## config.mk

```make
export PLATFORM = sky130hd
export DESIGN_NAME = fetch_unit
export DESIGN_NICKNAME = d
export VERILOG_FILES = /design/src/rtl/fetch_unit.sv
export SDC_FILE = /design/constraint.sdc
export NUM_CORES = 1
export LEC_CHECK = 0
export ABC_AREA = 1
export CAP_MARGIN = 20
export CORE_AREA = 3 3 168 170
export CTS_BUF_LIST = sky130_fd_sc_hd__clkbuf_8 sky130_fd_sc_hd__clkbuf_16
export DETAILED_ROUTE_END_ITERATION = 12
export DIE_AREA = 0 0 171 173
export SYNTH_ARGS = -nofsm -noshare
export SYNTH_HDL_FRONTEND = slang
export SYNTH_SLANG_ARGS = --single-unit
```

## constraint.sdc

```tcl
create_clock -name clk -period 3.8 [get_ports clk]
set_clock_uncertainty 0.15 [all_clocks]
set_input_delay 0.57 -clock clk [delete_from_list [all_inputs] [get_ports clk]]
set_output_delay 0.57 -clock clk [all_outputs]
set_load 0.005 [all_outputs]
```

## src/rtl/fetch_unit.sv

```systemverilog
// Instruction fetch unit: in-order prefetch queue with credit-limited requests, redirect flush and response dropping.
// Optional saturating performance counters are enabled by defining FETCH_PERF_CNT_EN.
module fetch_unit #(
    parameter int          DEPTH     = 4,
    parameter logic [31:0] RESET_VEC = 32'h0000_0000
) (
    input  logic        clk,
    input  logic        resetb,
    output logic        im_req,
    output logic [31:0] im_addr,
    input  logic        im_gnt,
    input  logic        im_rvalid,
    input  logic [31:0] im_rdata,
    input  logic        redirect,
    input  logic [31:0] redirect_pc,
    output logic        fd_valid,
    input  logic        fd_ready,
    output logic [31:0] fd_inst,
    output logic [31:0] fd_pc,
    output logic        fd_misaligned,
    output logic [31:0] perf_fetched,
    output logic [31:0] perf_starved
);

    localparam int          PW  = (DEPTH > 1) ? $clog2(DEPTH) : 1;
    localparam int          CW  = PW + 1;
    localparam logic [31:0] NOP = 32'h0000_0013;

    logic [31:0]   fetch_pc;
    logic [31:0]   head_pc;
    logic [31:0]   queue_mem [DEPTH];
    logic [PW-1:0] wr_ptr;
    logic [PW-1:0] rd_ptr;
    logic [CW-1:0] count;
    logic [CW-1:0] outstanding;
    logic [CW-1:0] drop_cnt;
    logic          misaligned;

    logic [CW:0]   in_use;
    logic          has_credit;
    logic          grant;
    logic          accept;
    logic          transfer;
    logic          pop;

    // Every in-flight request owns a queue slot, so a returning response can never overflow.
    assign in_use     = {1'b0, outstanding} + {1'b0, count};
    assign has_credit = in_use < (CW + 1)'(DEPTH);

    assign im_req   = !misaligned && !redirect && has_credit;
    assign im_addr  = fetch_pc;
    assign grant    = im_req && im_gnt;
    assign accept   = im_rvalid && !redirect && (drop_cnt == '0);

    assign fd_valid      = misaligned || (count != '0);
    assign fd_misaligned = misaligned;
    assign fd_pc         = head_pc;
    assign fd_inst       = misaligned ? NOP : queue_mem[rd_ptr];
    assign transfer      = fd_valid && fd_ready && !redirect;
    assign pop           = transfer && !misaligned;

    always_ff @(posedge clk or negedge resetb) begin
        if (!resetb) begin
            fetch_pc    <= RESET_VEC;
            head_pc     <= RESET_VEC;
            wr_ptr      <= '0;
            rd_ptr      <= '0;
            count       <= '0;
            outstanding <= '0;
            drop_cnt    <= '0;
            misaligned  <= 1'b0;
        end else if (redirect) begin
            // Responses still owed by memory after this cycle belong to the old path.
            fetch_pc    <= redirect_pc;
            head_pc     <= redirect_pc;
            wr_ptr      <= '0;
            rd_ptr      <= '0;
            count       <= '0;
            outstanding <= outstanding - CW'(im_rvalid);
            drop_cnt    <= outstanding - CW'(im_rvalid);
            misaligned  <= (redirect_pc[1:0] != 2'b00);
        end else begin
            if (grant) begin
                fetch_pc <= fetch_pc + 32'd4;
            end
            if (pop) begin
                head_pc <= head_pc + 32'd4;
                rd_ptr  <= rd_ptr + PW'(1);
            end
            if (accept) begin
                wr_ptr <= wr_ptr + PW'(1);
            end
            if (im_rvalid && (drop_cnt != '0)) begin
                drop_cnt <= drop_cnt - CW'(1);
            end
            outstanding <= outstanding + CW'(grant) - CW'(im_rvalid);
            count       <= count + CW'(accept) - CW'(pop);
        end
    end

    always_ff @(posedge clk) begin
        if (accept) begin
            queue_mem[wr_ptr] <= im_rdata;
        end
    end

`ifdef FETCH_PERF_CNT_EN
    always_ff @(posedge clk or negedge resetb) begin
        if (!resetb) begin
            perf_fetched <= '0;
            perf_starved <= '0;
        end else begin
            if (transfer && (perf_fetched != 32'hFFFF_FFFF)) begin
                perf_fetched <= perf_fetched + 32'd1;
            end
            if (fd_ready && !fd_valid && (perf_starved != 32'hFFFF_FFFF)) begin
                perf_starved <= perf_starved + 32'd1;
            end
        end
    end
`else
    assign perf_fetched = 32'h0;
    assign perf_starved = 32'h0;
`endif

endmodule
```

### Word level (Yosys, flattened, before mapping)

Memory sizes are Yosys's and may differ from the RTL's.
Cells that the tools add are included.

| operators by class | value |
|---|---|
| add/sub/neg operators | 11 |
| magnitude comparators | 1 |
| mux-type cells | 15 |
| reductions and logical operators | 20 |

Operator list:

| kind | number |
|---|---|
| two-way mux 32 bit | 5 |
| adder 32 x 3 -> 32 bit (second input constant) | 2 |
| two-way mux 3 bit | 4 |
| nonzero test 2 bit | 5 |
| logical AND 1 bit | 9 |
| subtractor 3 x 1 -> 3 bit | 3 |
| two-way mux 2 bit | 4 |
| adder 3 x 1 -> 3 bit | 2 |
| nonzero test 3 bit | 2 |
| adder 2 x 1 -> 2 bit (second input constant) | 2 |
| adder 3 x 3 -> 4 bit | 1 |
| < comparator 4 x 3 -> 1 bit (second input constant) | 1 |
| logical NOT 3 bit | 1 |
| subtractor 3 x 1 -> 3 bit (second input constant) | 1 |
| logical NOT 1 bit | 2 |
| two-way mux 1 bit | 2 |
| logical OR 1 bit | 1 |

| word-level totals | value |
|---|---|
| flip-flop bits (word level) | 78 |
| RAM bits | 128 |
| input port bits | 70 |
| output and inout bits | 163 |
| logic and storage cells | 56 |
| memories kept | 1 |

Memory list:

| name | depth | bits a word | rd ports | clocked after memory_dff | write ports | RTL line | RTL |
|---|---|---|---|---|---|---|---|
| queue_mem | 4 | 32 | 1 | 0 | 1 | 31 | `logic [31:0] queue_mem [DEPTH];` |

### Longest topological paths before layout

| logic depth | value |
|---|---|
| depth in word-level cells | 7 |
| gate-level depth with buffers | 14 |
| mapped depth without buffers | 12 |

### Worst setup path before layout

No wires, ideal clock.

| path | value |
|---|---|
| path type | input to register |
| from | input redirect |
| to | memory queue_mem[0][0], enable pin |
| library setup time | 0.421 ns |
| data arrival time | 2.635 ns |
| required time | 3.229 ns |
| path slack | 0.594 ns |
| stages on the path | 5 |
| buffers on the path | 2 |
| cell sequence | buf_6 inv_1 buf_4 nand4_2 nor2_1 |

| between the ends | value |
|---|---|
| cells in the longest elaborated chain, start to end | 5 |

RTL lines:

| element | RTL line | RTL |
|---|---|---|
| start: declaration | 14 | `input logic redirect,` |
| logical NOT 1 bit | 53 | `assign accept = im_rvalid && !redirect && (drop_cnt == '0);` |
| logical AND 1 bit (2 in series) | 53 |  |
| two-way mux 1 bit | 102 | `if (accept) begin` |
| two-way mux 1 bit (implied by the code) | 103 | `queue_mem[wr_ptr] <= im_rdata;` |
| end: declaration | 31 |  |

No other way between the ends.

### Final worst setup path

| path | value |
|---|---|
| from | register rd_ptr[0] |
| to | output fd_inst[23] |

| between the ends | value |
|---|---|
| cells in the longest elaborated chain, start to end | 2 |

RTL lines:

| element | RTL line | RTL |
|---|---|---|
| start: declaration | 33 | `logic [PW-1:0] rd_ptr;` |
| start signal: assignment | 88 | `rd_ptr <= rd_ptr + PW'(1);` |
| memory read (4 x 32 bit) | -- |  |
| two-way mux 32 bit | 58 | `assign fd_inst = misaligned ? NOP : queue_mem[rd_ptr];` |
| end: declaration | 18 | `output logic [31:0] fd_inst,` |

No other way between the ends.

==> flow_metrics.env <==
export IMPL_outcome="finished clean"
export IMPL_crit_top_cell="nor2_1"
export IMPL_fin_ws_ns=0.4895
export IMPL_synth_top_family_by_area="simple AND/OR/NAND/NOR gates"
export IMPL_synthSimpleGateAreaFrac_pct=21.60
export IMPL_routed_via_density=4.918
export IMPL_rows=60
export IMPL_chipWidth_um=171
export IMPL_setup_tns_ns=0
export IMPL_finalHoldViolCount=0
export IMPL_r2r_end="outstanding[2]"
export IMPL_drcViolationCount=0
export IMPL_synth_xor_area_share_pct=1.887
export IMPL_grt_most_used_layer="met2"
export IMPL_p_per_area_nw_per_um2=453.9
export IMPL_cts_hold_buffers=0
export IMPL_routedWlPerCell_um=16.55
export IMPL_power_switching_mw=1.599
export IMPL_gp_congestion=0.9055
export IMPL_worstSetupPathType="register to primary output"
export IMPL_cp_slowest_cell="buf_4"
export IMPL_syn_avg_cell_area_um2=8.955
export IMPL_async_reset_ff_share_pct=37.86
export IMPL_die_height_um=173
export IMPL_clock_latency_ns=0.52
export IMPL_pin_count=233
export IMPL_synth_compound_area_share_pct=9.917
export IMPL_synth_ff_type="edfxtp_1"
export IMPL_min_period_ns=3.311
export IMPL_ir_drop_mv=0.2516
export IMPL_dieArea_um2=29580
export IMPL_drtAntennaViolNets=0
export IMPL_dpl_hpwl_um=19480
export IMPL_crit_chain="buf_4 > nor2_1 > nor2_1 > o21ai_0 > a21oi_1 > clkdlybuf4s50_1"
export IMPL_grt_use_met1_pct=26.35
export IMPL_cts_tree="done"
export IMPL_p_int_mw=4.433
export IMPL_final_cells=1715
export IMPL_combPwrFrac_pct=15.6
export IMPL_drive_gt1_share_pct=6.773
export IMPL_synth_warnings=0
export IMPL_grt_pass1_wl_um=44280
export IMPL_placed_area_um2=12480
export IMPL_clkSinkCount=206
export IMPL_max_freq_mhz=302.1
export IMPL_rsz0062_at_grt="false"
export IMPL_start_kind="register"
export IMPL_critPathMaxStageDelay_ns=0.57
export IMPL_arrival_ns=2.59
export IMPL_cts_htree_levels=1
export IMPL_drt_total_wl_um=28380
export IMPL_use_met2_pct=29.45
export IMPL_switching_share_pct=26.51
export IMPL_syn_inst=1192
export IMPL_finalSetupViolCount=0
export IMPL_grt_max_degree=66
export IMPL_report_power_total_mw=6.032
export IMPL_first_pass_iters=5
export IMPL_finalInstanceArea_um2=13290
export IMPL_track_usage_pct=18.71
export IMPL_synth_distinct_cells=44
export IMPL_syn_to_final_growth_pct=24.50
export IMPL_nets=1445
export IMPL_synth_edf_count=128
export IMPL_p_leak_nw=5.315
export IMPL_synth_yosys_seq_area_share_pct=54.30
export IMPL_dp_slack_ns=0.7060
export IMPL_groute_layer_met3_usage_pct=3.978
export IMPL_core_area_um2=26880
export IMPL_clockRootBuffer="clkbuf_16"
export IMPL_r2r_cells=11
export IMPL_worst_pin_slew_ns=0.8482
export IMPL_timing_hold_ws_ns=0.004594
export IMPL_muxShareOfSynthArea_pct=0
export IMPL_clockPowerShare_pct=39.5
export IMPL_gr_total_overflow=0
export IMPL_yosys_area_share_adder_pct=2.251
export IMPL_port_buffers=168
export IMPL_p_seq_share_pct=44.8
export IMPL_reg2reg_from="count[1]"
export IMPL_cts_made_buffers=23
export IMPL_cp_required_ns=3.08
export IMPL_drtIter0Drc=520
export IMPL_placed_cells=1673
export IMPL_postCtsSetupBuffers=0
export IMPL_num_vias=8434
export IMPL_cap_violations=0
export IMPL_maxSlewViolCount=0
export IMPL_regToRegSetupSlack_ns=0.98
export IMPL_fin_util_pct=49.45
export IMPL_min_path_type="input port to asynchronous set/reset pin"
export IMPL_clk_pin_slew_worst_paths_ns=0.06
export IMPL_clockBufferDepth=3
export IMPL_synth_seq_cells=206
export IMPL_path_max_fanout=65
export IMPL_end_kind="primary output"
export IMPL_relSlewSlack_pct=43.45
export IMPL_finalCritPeriodShare_pct=87.12
export IMPL_grt_pass1_vias=8032
export IMPL_antenna_found_initial=1
export IMPL_initial_core_util_pct=39.72
export IMPL_synth_cell_area_um2=10670
export IMPL_cts_resized=0
## cell usage in the layout (no fill, tap or decap), types with 4 or more instances in the layout
cell type and n:
o211ai_1 12, edfxtp_1 128, ha_1 16, nand4_1 8, conb_1 64, a31oi_1 4, xor2_1 20, o21bai_1 4
nor2_1 212, nor2_4 10, dfrtp_1 77, clkdlybuf4s50_1 166, buf_4 12, a21oi_1 54, bufinv_16 5, nand2_2 7
nor2_2 6, nand2_1 243, clkbuf_16 23, nand3_1 57, o21ai_0 96, o21ai_1 10, inv_1 88, o221ai_1 5
## flip-flops by register name, indices dropped and copies added (netlist names)
name and cells:
wr_ptr 2, count 3, fd_misaligned 1, drop_cnt 3, im_addr 32, fd_pc 32
queue_mem 128, outstanding 3, rd_ptr 2
## worst max-delay path by stage
stage               startpoint               to  slack (ns)
global placement     im_rvalid         count[2]        0.76
CTS                  rd_ptr[0]      fd_inst[29]        0.47
global route         rd_ptr[0]      fd_inst[29]        0.30
finish               rd_ptr[0]      fd_inst[23]        0.49
detailed placement   im_rvalid         count[2]        0.71
floorplan             redirect  queue_mem[0][0]        0.59
## critical path: cells and delay by family, from the launching register on
kind	cells	cell delay, ns
buf+inv	2	1.12
simple gates	2	0.21
compound gates	2	0.36
flops	1	0.36
## cell type report
cell class / count / area [um2]
diodes: 1 / 2.502
flip-flops and latches: 206 / 5797
repair buffers: 182 / 1817
well taps: 341 / 426.7
inverters: 91 / 359.1
clock inverters: 18 / 235.2
clock buffers: 23 / 575.6
multi-input cells: 853 / 4076
fillers: 2532 / 13590
## synth_stat cells (2+ instances only)
cell type | n | area (um2)
edfxtp_1 | 128 | 3844
a31oi_1 | 4 | 25.02
buf_4 | 67 | 503.0
o211ai_1 | 12 | 90.09
inv_2 | 3 | 11.26
inv_4 | 2 | 12.51
nor2_1 | 216 | 810.8
clkbuf_1 | 21 | 78.83
nor2_4 | 6 | 67.56
nand2_4 | 2 | 22.52
ha_1 | 16 | 200.2
buf_6 | 6 | 67.56
nand2_1 | 243 | 912.1
a21oi_2 | 2 | 17.52
nand3_1 | 57 | 285.3
o21ai_1 | 10 | 50.05
o21bai_1 | 4 | 30.03
nand2_2 | 7 | 43.79
o221ai_1 | 5 | 43.79
dfrtp_1 | 78 | 1952
inv_1 | 85 | 319.1
o31ai_1 | 2 | 15.01
o21ai_0 | 96 | 480.5
xnor2_1 | 3 | 26.28
buf_2 | 6 | 30.03
nand4_1 | 8 | 50.05
fa_1 | 2 | 40.04
or2_2 | 3 | 18.77
buf_1 | 4 | 15.01
xor2_1 | 20 | 175.2
nor2_2 | 6 | 37.54
a21oi_1 | 54 | 270.3
nor3_1 | 3 | 15.01
## routing by layer
| layer | share of wire (%) | routed length (um) | vias to the layer above |
|---|---|---|---|
| li1 | - | - | 4141 |
| met1 | 45 | 12740 | 3953 |
| met2 | 46 | 13050 | 289 |
| met3 | 6.8 | 1939 | 49 |
| met4 | 2.2 | 638 | 2 |
| met5 | 0.042 | 12 | - |
## power by group through the flow
stage	Combinational, mW	Sequential, mW	Clock (mW)
after floorplan	0.537	2.71	0
after global placement	0.934	2.74	0
after detailed placement	0.947	2.74	0
after CTS	0.954	2.70	2.44
after global routing	1.07	2.72	2.53
final	0.943	2.70	2.38
## logic make-up after synthesis
kind of cell,Yosys count
AO/OA/AOI/OAI,192
flip-flops,206
XOR/XNOR,23
other,1
adder cells (fa/ha/maj),18
AND/OR/NAND/NOR,556
buffers and inverters,196
Power figures use the tool's default switching activity.
